[src/rtl/muldiv_iter.sv]
// Iterative RV32M multiply/divide unit: shift-add multiply, restoring divide,
// one bit per cycle, with valid/ready handshakes on both sides and a flush.
module muldiv_iter #(
  parameter int XLEN  = 32,
  parameter int TAG_W = 5
) (
  input  logic             clk,
  input  logic             rst,
  input  logic             flush,
  input  logic             in_valid,
  output logic             in_ready,
  input  logic [2:0]       in_op,
  input  logic [XLEN-1:0]  in_a,
  input  logic [XLEN-1:0]  in_b,
  input  logic [TAG_W-1:0] in_tag,
  output logic             out_valid,
  input  logic             out_ready,
  output logic [XLEN-1:0]  out_data,
  output logic [TAG_W-1:0] out_tag
);
  localparam int CW = $clog2(XLEN);
  localparam logic [CW-1:0] LAST = CW'(XLEN - 1);

  typedef enum logic [1:0] {IDLE, BUSY, DONE} state_t;
  state_t state, state_nxt;

  // acc holds the product for multiplies, and {remainder, dividend/quotient} for divides;
  // mcand holds the shifting multiplicand, or the divisor magnitude in its low half.
  logic [2*XLEN-1:0] acc, acc_nxt, mcand;
  logic [XLEN-1:0]   mplier;
  logic [CW-1:0]     cnt;
  logic [2:0]        op_q;
  logic              msub, neg_q, neg_r;

  logic            accept, is_div, div_signed, a_signed, b_signed, b_zero, ovf, special;
  logic [XLEN-1:0] special_res, a_mag, b_mag, result;
  logic [XLEN:0]   rem_sh, diff;

  assign in_ready    = (state == IDLE);
  assign out_valid   = (state == DONE);
  assign accept      = in_valid && in_ready && !flush;
  assign is_div      = in_op[2];
  assign div_signed  = is_div && !in_op[0];
  assign a_signed    = !is_div && (in_op[1:0] != 2'b11);
  assign b_signed    = !is_div && !in_op[1];
  assign b_zero      = (in_b == '0);
  assign ovf         = div_signed && (in_a == {1'b1, {(XLEN-1){1'b0}}}) && (&in_b);
  assign special     = is_div && (b_zero || ovf);
  assign special_res = b_zero ? (in_op[1] ? in_a : '1) : (in_op[1] ? '0 : in_a);
  assign a_mag       = (div_signed && in_a[XLEN-1]) ? -in_a : in_a;
  assign b_mag       = (div_signed && in_b[XLEN-1]) ? -in_b : in_b;

  always_ff @(posedge clk or posedge rst) begin
    if (rst) state <= IDLE;
    else     state <= state_nxt;
  end

  always_comb begin
    state_nxt = state;
    case (state)
      IDLE:    if (accept) state_nxt = special ? DONE : BUSY;
      BUSY:    if (cnt == LAST) state_nxt = DONE;
      DONE:    if (out_ready) state_nxt = IDLE;
      default: state_nxt = IDLE;
    endcase
    if (flush) state_nxt = IDLE;
  end

  // One iteration step. The final multiplier bit of a signed rs2 has negative weight,
  // so that partial product is subtracted.
  always_comb begin
    acc_nxt = acc;
    rem_sh  = {acc[2*XLEN-1:XLEN], acc[XLEN-1]};
    diff    = rem_sh - {1'b0, mcand[XLEN-1:0]};
    if (op_q[2]) begin
      if (!diff[XLEN]) acc_nxt = {diff[XLEN-1:0], acc[XLEN-2:0], 1'b1};
      else             acc_nxt = {rem_sh[XLEN-1:0], acc[XLEN-2:0], 1'b0};
    end else if (mplier[0]) begin
      acc_nxt = (msub && cnt == LAST) ? acc - mcand : acc + mcand;
    end
  end

  always_comb begin
    case (op_q)
      3'b000:                 result = acc_nxt[XLEN-1:0];
      3'b001, 3'b010, 3'b011: result = acc_nxt[2*XLEN-1:XLEN];
      3'b100, 3'b101:         result = neg_q ? -acc_nxt[XLEN-1:0] : acc_nxt[XLEN-1:0];
      default:                result = neg_r ? -acc_nxt[2*XLEN-1:XLEN] : acc_nxt[2*XLEN-1:XLEN];
    endcase
  end

  always_ff @(posedge clk or posedge rst) begin
    if (rst) begin
      acc      <= '0;
      mcand    <= '0;
      mplier   <= '0;
      cnt      <= '0;
      op_q     <= '0;
      msub     <= 1'b0;
      neg_q    <= 1'b0;
      neg_r    <= 1'b0;
      out_data <= '0;
      out_tag  <= '0;
    end else if (accept) begin
      op_q    <= in_op;
      out_tag <= in_tag;
      cnt     <= '0;
      msub    <= b_signed;
      neg_q   <= div_signed && (in_a[XLEN-1] ^ in_b[XLEN-1]);
      neg_r   <= div_signed && in_a[XLEN-1];
      mplier  <= in_b;
      if (is_div) begin
        acc   <= {{XLEN{1'b0}}, a_mag};
        mcand <= {{XLEN{1'b0}}, b_mag};
      end else begin
        acc   <= '0;
        mcand <= {{XLEN{a_signed & in_a[XLEN-1]}}, in_a};
      end
      if (special) out_data <= special_res;
    end else if (state == BUSY && !flush) begin
      acc <= acc_nxt;
      cnt <= cnt + 1'b1;
      if (!op_q[2]) begin
        mcand  <= mcand << 1;
        mplier <= mplier >> 1;
      end
      if (cnt == LAST) out_data <= result;
    end
  end

endmodule

[config.mk]
export PLATFORM = sky130hd
export DESIGN_NAME = muldiv_iter
export DESIGN_NICKNAME = d
export VERILOG_FILES = /design/src/rtl/muldiv_iter.sv
export SDC_FILE = /design/constraint.sdc
export NUM_CORES = 1
export LEC_CHECK = 0
export CORE_MARGIN = 1
export CORE_UTILIZATION = 30
export CTS_CLUSTER_DIAMETER = 150
export DETAILED_ROUTE_END_ITERATION = 12
export GPL_TIMING_DRIVEN = 0
export SYNTH_ARGS = -nofsm -noshare
export SYNTH_HDL_FRONTEND = slang
export SYNTH_SLANG_ARGS = --single-unit
[constraint.sdc]
create_clock -name clk -period 7.2 [get_ports clk]
set_clock_uncertainty 0.2 [all_clocks]
set_input_delay 0.72 -clock clk [delete_from_list [all_inputs] [get_ports clk]]
set_output_delay 0.72 -clock clk [all_outputs]
set_load 0.005 [all_outputs]
Word level (Yosys, flattened, before mapping)
Index checks and enable logic that the tools add are counted.
Storage, ports and cells
  register bits after elaboration: 210
  bits of input ports: 77
  logic and storage cells: 99
Cells by class
  bitwise operators: 2
  $add $sub $neg: 8
  reduce and logical (&&, ||, !) cells: 29
  multiplexer cells: 34
  eq/ne operators: 15
Operators by type and width (count)
  two-way mux 64 bit: 10
  two-way mux 32 bit: 15
  negator 32 bit: 4
  case mux 32 bit (3 select lines): 1
  adder 64 bit: 1
  subtractor 64 bit: 1
  subtractor 33 x 32 -> 33 bit: 1
  == test 32 bit (second input constant): 1
  logical NOT 32 bit: 1
  AND reduction 32 bit: 1
  logical AND 1 bit: 13
  two-way mux 2 bit: 5
  two-way mux 5 bit: 2
  == test 3 x 2 -> 1 bit (second input constant): 2
  == test 3 bit (second input constant): 2
  inequality test 3 x 2 -> 1 bit (second input constant): 2
  case mux 2 bit (3 select lines): 1
  AND reduction 3 bit: 2
  adder 5 x 1 -> 5 bit (second input constant): 1
  == test 5 bit (second input constant): 1
  logical NOT 1 bit: 4
  inequality test 2 x 1 -> 1 bit (second input constant): 2
  nonzero test 2 bit: 2
  == test 3 x 1 -> 1 bit (second input constant): 1
  12 further kinds: 12

Longest topological paths before layout
Gate-level depths: netlist of run 1.
  word-level depth: 11
  gate-level depth with buffers: 27
  gate-level depth less buffers: 25

Worst setup path before layout of run 1
OpenSTA, ideal clock, no wires.
  kind: register to register
  start point: register mcand[22]
  end point: register out_data[31]
  required time: 6.935 ns
  arrival time: 6.654 ns
  slack: 0.281 ns
  cell stages (with the launch flop): 25
  cell sequence: dfrtp_1 or4_1 or3_1 nor4_1 nand4_1 nand2b_1 or4_1 o31ai_1 xor2_1 ha_1 clkbuf_1 nand4_1 nor4_1 nand2_1 a311o_1 o22a_1 o211ai_1 a31oi_1 a311oi_4 or3b_1 or4_4 buf_6 nand4b_1 a2111o_1 nand2_1
On the way
  word-level cells in the longest chain between the ends: 10
RTL lines
  start: declaration: line 29  | logic [2*XLEN-1:0] acc, acc_nxt, mcand;
  start signal: assignment: line 114  | mcand <= {{XLEN{1'b0}}, b_mag};
  start signal: assignment: line 117  | mcand <= {{XLEN{a_signed & in_a[XLEN-1]}}, in_a};
  start signal: assignment: line 124  | mcand <= mcand << 1;
  adder 64 bit / subtractor 64 bit (equally long branches): line 79  | acc_nxt = (msub && cnt == LAST) ? acc - mcand : acc + mcand;
  two-way mux 64 bit: line 79
  two-way mux 64 bit: line 78  | end else if (mplier[0]) begin
  two-way mux 64 bit *: line 75  | if (op_q[2]) begin
  negator 32 bit (on tied branches): line 88, 87
  two-way mux 32 bit (on tied branches): line 88, 87
  case mux 32 bit (3 select lines) *: line 84  | case (op_q)
  two-way mux 32 bit *: line 127  | if (cnt == LAST) out_data <= result;
  two-way mux 32 bit *: line 120  | end else if (state == BUSY && !flush) begin
  two-way mux 32 bit *: line 104  | end else if (accept) begin
  end signal: assignment: line 119  | if (special) out_data <= special_res;
  end signal: assignment: line 127
  end: declaration: line 18  | output logic [XLEN-1:0] out_data,
Mark *: on every way between the ends. The rest lies on a longest branch, timed or not. The select of a mux whose other input is x is not followed.
A chain may end at the register's enable or synchronous reset.

Worst setup path in the final report of run 1
  start point: register cnt[0]
  end point: register out_data[31]
On the way
  word-level cells in the longest chain between the ends: 11
RTL lines
  start: declaration: line 31  | logic [CW-1:0] cnt;
  start signal: assignment: line 122  | cnt <= cnt + 1'b1;
  == test 5 bit *: line 79, 127
  logical AND 1 bit: line 79
  two-way mux 64 bit: line 79
  two-way mux 64 bit: line 78
  two-way mux 64 bit: line 75
  negator 32 bit (on tied branches): line 88, 87
  two-way mux 32 bit (on tied branches): line 88, 87
  case mux 32 bit (3 select lines): line 84
  two-way mux 32 bit: line 127
  two-way mux 32 bit: line 120
  two-way mux 32 bit: line 104
Marked as above.

==> results.md, run 1 <==
* Data arrival time of the worst path at 7.57 ns
* Global-route wire length before repair at 177,000 um
* GR Overflow Total at 0
* Cell Area, Synth at 23,000 sq um
* Syn_area_per_cell at 7.23 sq um
* Unrepaired setup endpoints after global routing: true
* Die Area at 77,800 sq um
* Status: complete, but fails checks
* Final Hold Viols at 0
* Largest net degree at the start of global routing at 118
* Row cnt at 101
* Number of nets with antenna violations after routing at 0
* HP Start: out_data[11]
* Pwr dens at 563 nW/um^2
* CTS clk-pin slew, worst paths at 0.06 ns
* R2R Path End: out_data[31]
* Final Cycle Share at 100%
* CTS tree: done
* Worst vdd ir at 0.222 mV
* Die H at 279 um
* Kind of critical path: reg -> reg
* Hold Path Class: reg -> reg
* CTS Hold Bufs at 0
* R2r startpoint: cnt[0]
* Sum of negative setup slack at -0.0494 ns
* Rel. slew slack at 18.3%
* Final Hold Slack at 0.283 ns
* Initial antenna violation count at 7
* Avg WL per Cell at 28.4 um
* Failing checks: negative setup slack
* Fin crit period at 7.23 ns
* Share of layout cells above drive strength 1 at 10.3%
* Ys Warns at 0
* Boundary pin count at 116
* Sequential element share of the synthesized area at 22.8%
* Core area at 75,900 sq um
* Post-layout nets at 3,528
* Dpl hpwl at 99,600 um
* WHS Path Cells at 2
* Asr flop ratio synth at 100%
* DRC at 0
* CTS H-Tree Depth at 1
* Vias per inst at 6.34
* Vias in the first global route at 25,500
* Total CTS buffers at 27
* Clk Latency, worst-skew pair at 0.61 ns
* Die X at 279 um
* Leak Pwr at 10.8 nW
* Mapped Cells at 3,181
* Synthesis-stage register bit count at 210
* Fin worst setup slack at -0.0279 ns
* DR pass1 iterations at 7
* Global Route Usage Sum at 30.8%
* Max Cap Viol at 0
* DR vias at 27,900
* Placer Congestion at 1.09
* Clock Tree Root: clkbuf_16
* Setup crit end kind: flop
* Worst reg2reg path depth at 24
* Most common cell after layout, fill and taps aside: nand2_1
* Worst Tran Pin Value at 1.22 ns
* PortBufs at 111
* CTS Sinks at 210
* Netlist cell types at 99
* Area grow syn2layout at 21.4%
* Initial Utilization at 30.3%
* Fillers at 8,066
* Syn nets at 3,363
* Max Clock Freq at 0.138 GHz
* Crit start category: flop
* Initial DRC count at 4,160
* WL final at 125,000 um
* Ys flop type: dfrtp_1
* Worst EP required at 7.54 ns
* Maximum root-to-sink buffer count at 3
* Hold endpoint: out_data[11]
* Reg2reg setup slack at -0.03 ns
* Most frequent cells in the layout: nand2_1, nor2_1, a21oi_1, dfrtp_1, o21ai_0
* Pins Over Slew Limit at 0
* Post-synth EDFFs at 0
* Final total power at 15.7 mW
* Crit path max fanout at 10
* Final setup violation count at 2
==> per-stage QoR <==
stage	cells	util [%]	cell area, sq um	setup WS (ns)
2_1_floorplan	3181	-	23000	0.281
5_1_grt	4395	36.7	27900	-0.0567
3_3_place_gp	4322	33.4	25400	-2.83
6_report	4399	36.8	27900	-0.0279
3_5_place_dp	4324	33.5	25500	-2.06
4_1_cts	4383	35.9	27200	-0.0501
==> critical path, stage by stage, from the launching register on <==
cell and delay [ns]:
dfrtp_1 0.41, ha_1 0.22, and3_1 0.20, ha_2 0.25, nand2_2 0.19, clkbuf_4 0.26, buf_4 0.26, o41ai_1 0.16
xnor2_2 0.56, ha_1 0.21, buf_2 0.18, nand4_1 0.21, or3_1 0.44, a211oi_2 0.28, o21ai_1 0.18, and3_1 0.23
o21ai_2 0.32, a32oi_2 0.23, nand3b_1 0.28, nand4bb_1 0.34, or4_4 0.64, buf_8 0.17, nand4b_1 0.20, a2111o_1 0.40
nand2_1 0.08
==> power breakdown <==
group          switching, mW  total, mW  internal (mW)
clock                  0.615       1.37          0.756
sequential             0.790       2.36           1.57
combinational           8.14       12.0           3.84
==> repair_timing <==
item,in CTS,in global routing
pin swaps,27,30
resized for setup,152,121
setup endpoints to repair,44,24
gates cloned,0,0
buffers inserted,16,19
==> cell usage after synthesis, types with 16 or more instances <==
master / number / area share [%]
nor2_1: 330 / 5.4
a21o_1: 48 / 1.6
and2_1: 19 / 0.52
dfrtp_1: 210 / 23
o221ai_1: 26 / 0.99
clkbuf_1: 182 / 3.0
o211ai_1: 48 / 1.6
o22ai_1: 16 / 0.44
nand3_1: 74 / 1.6
inv_1: 89 / 1.5
nor2b_1: 19 / 0.52
or3_1: 32 / 0.87
o31ai_1: 41 / 1.3
and3_1: 29 / 0.79
nor3_1: 67 / 1.5
nor4_1: 36 / 0.98
o21a_1: 26 / 0.85
ha_1: 103 / 5.6
a211oi_1: 83 / 2.7
mux2i_1: 33 / 1.4
a31oi_1: 95 / 2.6
a22o_1: 22 / 0.84
o21ai_0: 223 / 4.9
nand4_1: 57 / 1.6
nand2_1: 400 / 6.5
xor2_1: 70 / 2.7
xnor2_1: 150 / 5.7
a21oi_1: 314 / 6.8
o41ai_1: 17 / 0.65
==> how the worst max path moves through the flow <==
stage	from	end	slack [ns]	cells past startpoint
6_report	cnt[0]	out_data[31]	-0.03	24
5_1_grt	cnt[0]	out_data[17]	-0.06	24
4_1_cts	mcand[22]	out_data[31]	-0.05	25
3_5_place_dp	mcand[22]	out_data[17]	-2.06	24
3_3_place_gp	rst	acc[14]	-2.83	2
2_1_floorplan	mcand[22]	out_data[31]	0.28	24
==> cell families (layout without fill, tap and decap cells) <==
logic type | after synthesis | in the layout | share of synthesized area [%]
simple gates | 1156 | 1156 | 23.4
other cells | 0 | 4 | 0
buf+inv | 308 | 492 | 5.29
fa+ha+maj | 118 | 118 | 6.34
mux | 43 | 43 | 1.93
flops | 210 | 210 | 22.8
xor+xnor | 220 | 220 | 8.38
compound gates | 1126 | 1126 | 31.8
==> per-layer routing <==
metal	GRT usage, %	wire length, um
met3	8.76	15700
met5	0	169
met2	46.2	51900
met4	15.3	7930
met1	40.3	49300
==> flip-flops by register name, indices dropped and copies added (netlist names) <==
name	flops
acc	64
mcand	64
mplier	32
out_data	32
cnt	5
out_tag	5
op_q	3
state	2
msub	1
neg_q	1
neg_r	1
==> final cells by class <==
class / instances / area [sq um] / area share, %
multi-input cells: 2663 / 17900 / 64.0
flip-flops and latches: 210 / 5260 / 18.8
repair buffers: 148 / 1420 / 5.09
well taps: 1030 / 1290 / 4.62
plain buffers: 207 / 875 / 3.13
clock buffers: 32 / 724 / 2.60
inverters: 89 / 342 / 1.22
clock inverters: 16 / 138 / 0.493
diodes: 4 / 10.0 / 0.0359
No activity file was read; power rests on OpenSTA's default activity.
==> run 2, diff against run 1 <==
--- a/config.mk
+++ b/config.mk
@@ -8,6 +8,7 @@
 export CORE_MARGIN = 1
 export CORE_UTILIZATION = 30
 export CTS_CLUSTER_DIAMETER = 150
+export CTS_CLUSTER_SIZE = 10
 export DETAILED_ROUTE_END_ITERATION = 12
 export GPL_TIMING_DRIVEN = 0
 export SYNTH_ARGS = -nofsm -noshare
==> run 2 against run 1 <==
The run still ends with negative setup slack left; sequential cell count unchanged; first-iteration DRC count down 7.0%; design area down 0.92%; hold slack worse by 0.0028 ns; fmax down 0.39%; combinational power about the same; register-to-register slack worse by 0.03 ns; count of clock-buffer cells in the layout down 8; critical path depth unchanged; power down 1.8%; critical endpoint is now out_data[17]; largest power group unchanged.
==> results.md, run 2 (synthesized netlist as in run 1, its figures left out) <==
* Post-DP Area at 25,500 sq um
* Vias in the first global route at 25,500
* Leak Pwr at 10.6 nW
* Hold endpoint: out_data[11]
* Final Cell Area at 27,700 sq um
* Placed Cells incl. Taps at 4,324
* Fin worst setup slack at -0.0560 ns
* Row cnt at 101
* Rel. slew slack at 14.4%
* Crit start category: flop
* Crit path buffers/inverters at 5
* DR pass1 iterations at 7
* Dpl hpwl at 99,600 um
* CTS clk-pin slew, worst paths at 0.05 ns
* Final Cycle Share at 101%
* WHS Path Cells at 2
* Maximum root-to-sink buffer count at 3
* CTS H-Tree Depth at 1
* CP max-delay cell: or4_4
* Clock Tree Root: clkbuf_16
* Worst Tran Pin Value at 1.28 ns
* Post-layout nets at 3,521
* Data arrival time of the worst path at 7.54 ns
* GRT met1 Usage at 40.2%
* Avg WL per Cell at 28.5 um
* Final non-filler cell total at 4,369
* Die Area at 77,800 sq um
* Number of nets with antenna violations after routing at 0
* Core area at 75,900 sq um
* Initial antenna violation count at 7
* Largest net degree at the start of global routing at 118
* Most common cell after layout, fill and taps aside: nand2_1
* Unrepaired setup endpoints after global routing: true
* Global-route wire length before repair at 177,000 um
* Met2 usage at 46.2%
* R2r startpoint: cnt[0]
* Share of layout cells above drive strength 1 at 9.83%
* Max Clock Freq at 0.138 GHz
* Die H at 279 um
* HP Start: out_data[11]
* Failing checks: negative setup slack
* Worst vdd ir at 0.220 mV
* Clk Latency, worst-skew pair at 0.58 ns
* Most frequent cells in the layout: nand2_1, nor2_1, a21oi_1, dfrtp_1, o21ai_0
* Reg2reg setup slack at -0.06 ns
* Pwr dens at 557 nW/um^2
* Crit path launch: cnt[0]
* Boundary pin count at 116
* Total CTS buffers at 24
* PortBufs at 111
* Worst reg2reg path depth at 24
* Biggest regs: acc: 64 flops, mcand: 64 flops
* Kind of cell adding the most delay to the critical path: simple AND/OR/NAND/NOR gates
* Final setup violation count at 4
* Initial DRC count at 3,868
* Vias per inst at 6.35
* Initial Utilization at 30.3%
* Setup crit end kind: flop
* Kind of critical path: reg -> reg
* Max Cap Viol at 0
* Final Hold Viols at 0
* Area grow syn2layout at 20.2%
* Global Route Usage Sum at 30.8%
* CTS Hold Bufs at 0
* Crit path max fanout at 10
* Crit path cell chain: ha_1 > and3_1 > ha_2 > nand2_2 > clkbuf_4 > clkbuf_4 > o31ai_1 > xnor2_1 > ha_1 > clkbuf_1 > nand4_1 > nor4_4 > nand2_1 > a21oi_2 > o21ai_0 > a32oi_2 > nand2_1 > or3_1 > clkbuf_1 > or4_4 > buf_8 > o211ai_1 > a311oi_2 > o211ai_1
* DR vias at 27,700
* GR Overflow Total at 0
* CTS tree: done
* Gr busiest metal: met2
* Placer Congestion at 1.09
* Status: complete, but fails checks
* CTS Sinks at 210
* Slowest stage delay, CP at 0.60 ns
* WL final at 125,000 um
* Global-route met3 utilization at 8.90%
* Hold Path Class: reg -> reg
* Die X at 279 um
* DRC at 0
* Fin crit period at 7.26 ns
* R2R Path End: out_data[17]
* Pins Over Slew Limit at 0
* Worst EP required at 7.48 ns
run 2: cell count changes in the layout (fill, tap and decap cells not counted), moves of 4 or more:
cell        before  now
clkinv_2         7    0
clkinvlp_4       7    0
buf_4           41   36
a21oi_1        298  294
a21oi_2         13   17
nor2_2           2    6
o21ai_1         13   17
run 2: worst min-delay path, stage by stage, from the launching register on:
cell	delay [ns]
dfrtp_1	0.34
nand2_1	0.05
nand3_1	0.06
run 2: final cells by class:
type,count,area (sq um)
fill,8096,48300
multi-input combinational,2663,17900
sequential,210,5260
timing repair buffer,144,1390
tap,1030,1290
buffer,207,876
clock buffer,24,601
inverter,89,342
clock inverter,1,16.3
antenna,1,2.50
run 2: routing by layer:
layer	vias up	share of wire, %
met5	-	0.083
met3	429	12
met1	13400	40
li1	12100	-
met4	10	6.4
met2	1822	42
run 2: timing repair:
item,4_1_cts,5_1_grt
setup endpoints to repair,44,24
pin swaps,27,41
resized for setup,146,136
buffers inserted,14,17
run 2: worst max-delay path by stage:
stage	slack, ns	end	cells after the start
2_1_floorplan	0.28	out_data[31]	24
3_3_place_gp	-2.83	acc[14]	2
3_5_place_dp	-2.06	out_data[17]	24
4_1_cts	-0.01	out_data[22]	25
5_1_grt	-0.13	out_data[17]	23
6_report	-0.06	out_data[17]	24
run 2: power by group:
part	internal (mW)	total [mW]	switching (mW)
registers	1.57	2.36	0.789
logic	3.82	11.9	8.11
clock network	0.587	1.12	0.538
total	5.98	15.4	9.44
run 2: stage by stage:
step | setup WS [ns] | total power, mW | utilization, % | setup TNS (ns) | hold WS [ns]
finish | -0.0560 | 15.4 | 36.4 | -0.107 | 0.280
global route | -0.126 | 16.0 | 36.4 | -0.605 | 0.298
CTS | -0.0121 | 14.3 | 35.5 | -0.0202 | 0.285
detailed placement | -2.06 | 12.6 | 33.5 | -46.90 | 0.265
global placement | -2.83 | 12.6 | 33.4 | -629.84 | 0.261
floorplan | 0.281 | 8.73 | - | 0 | 0.262
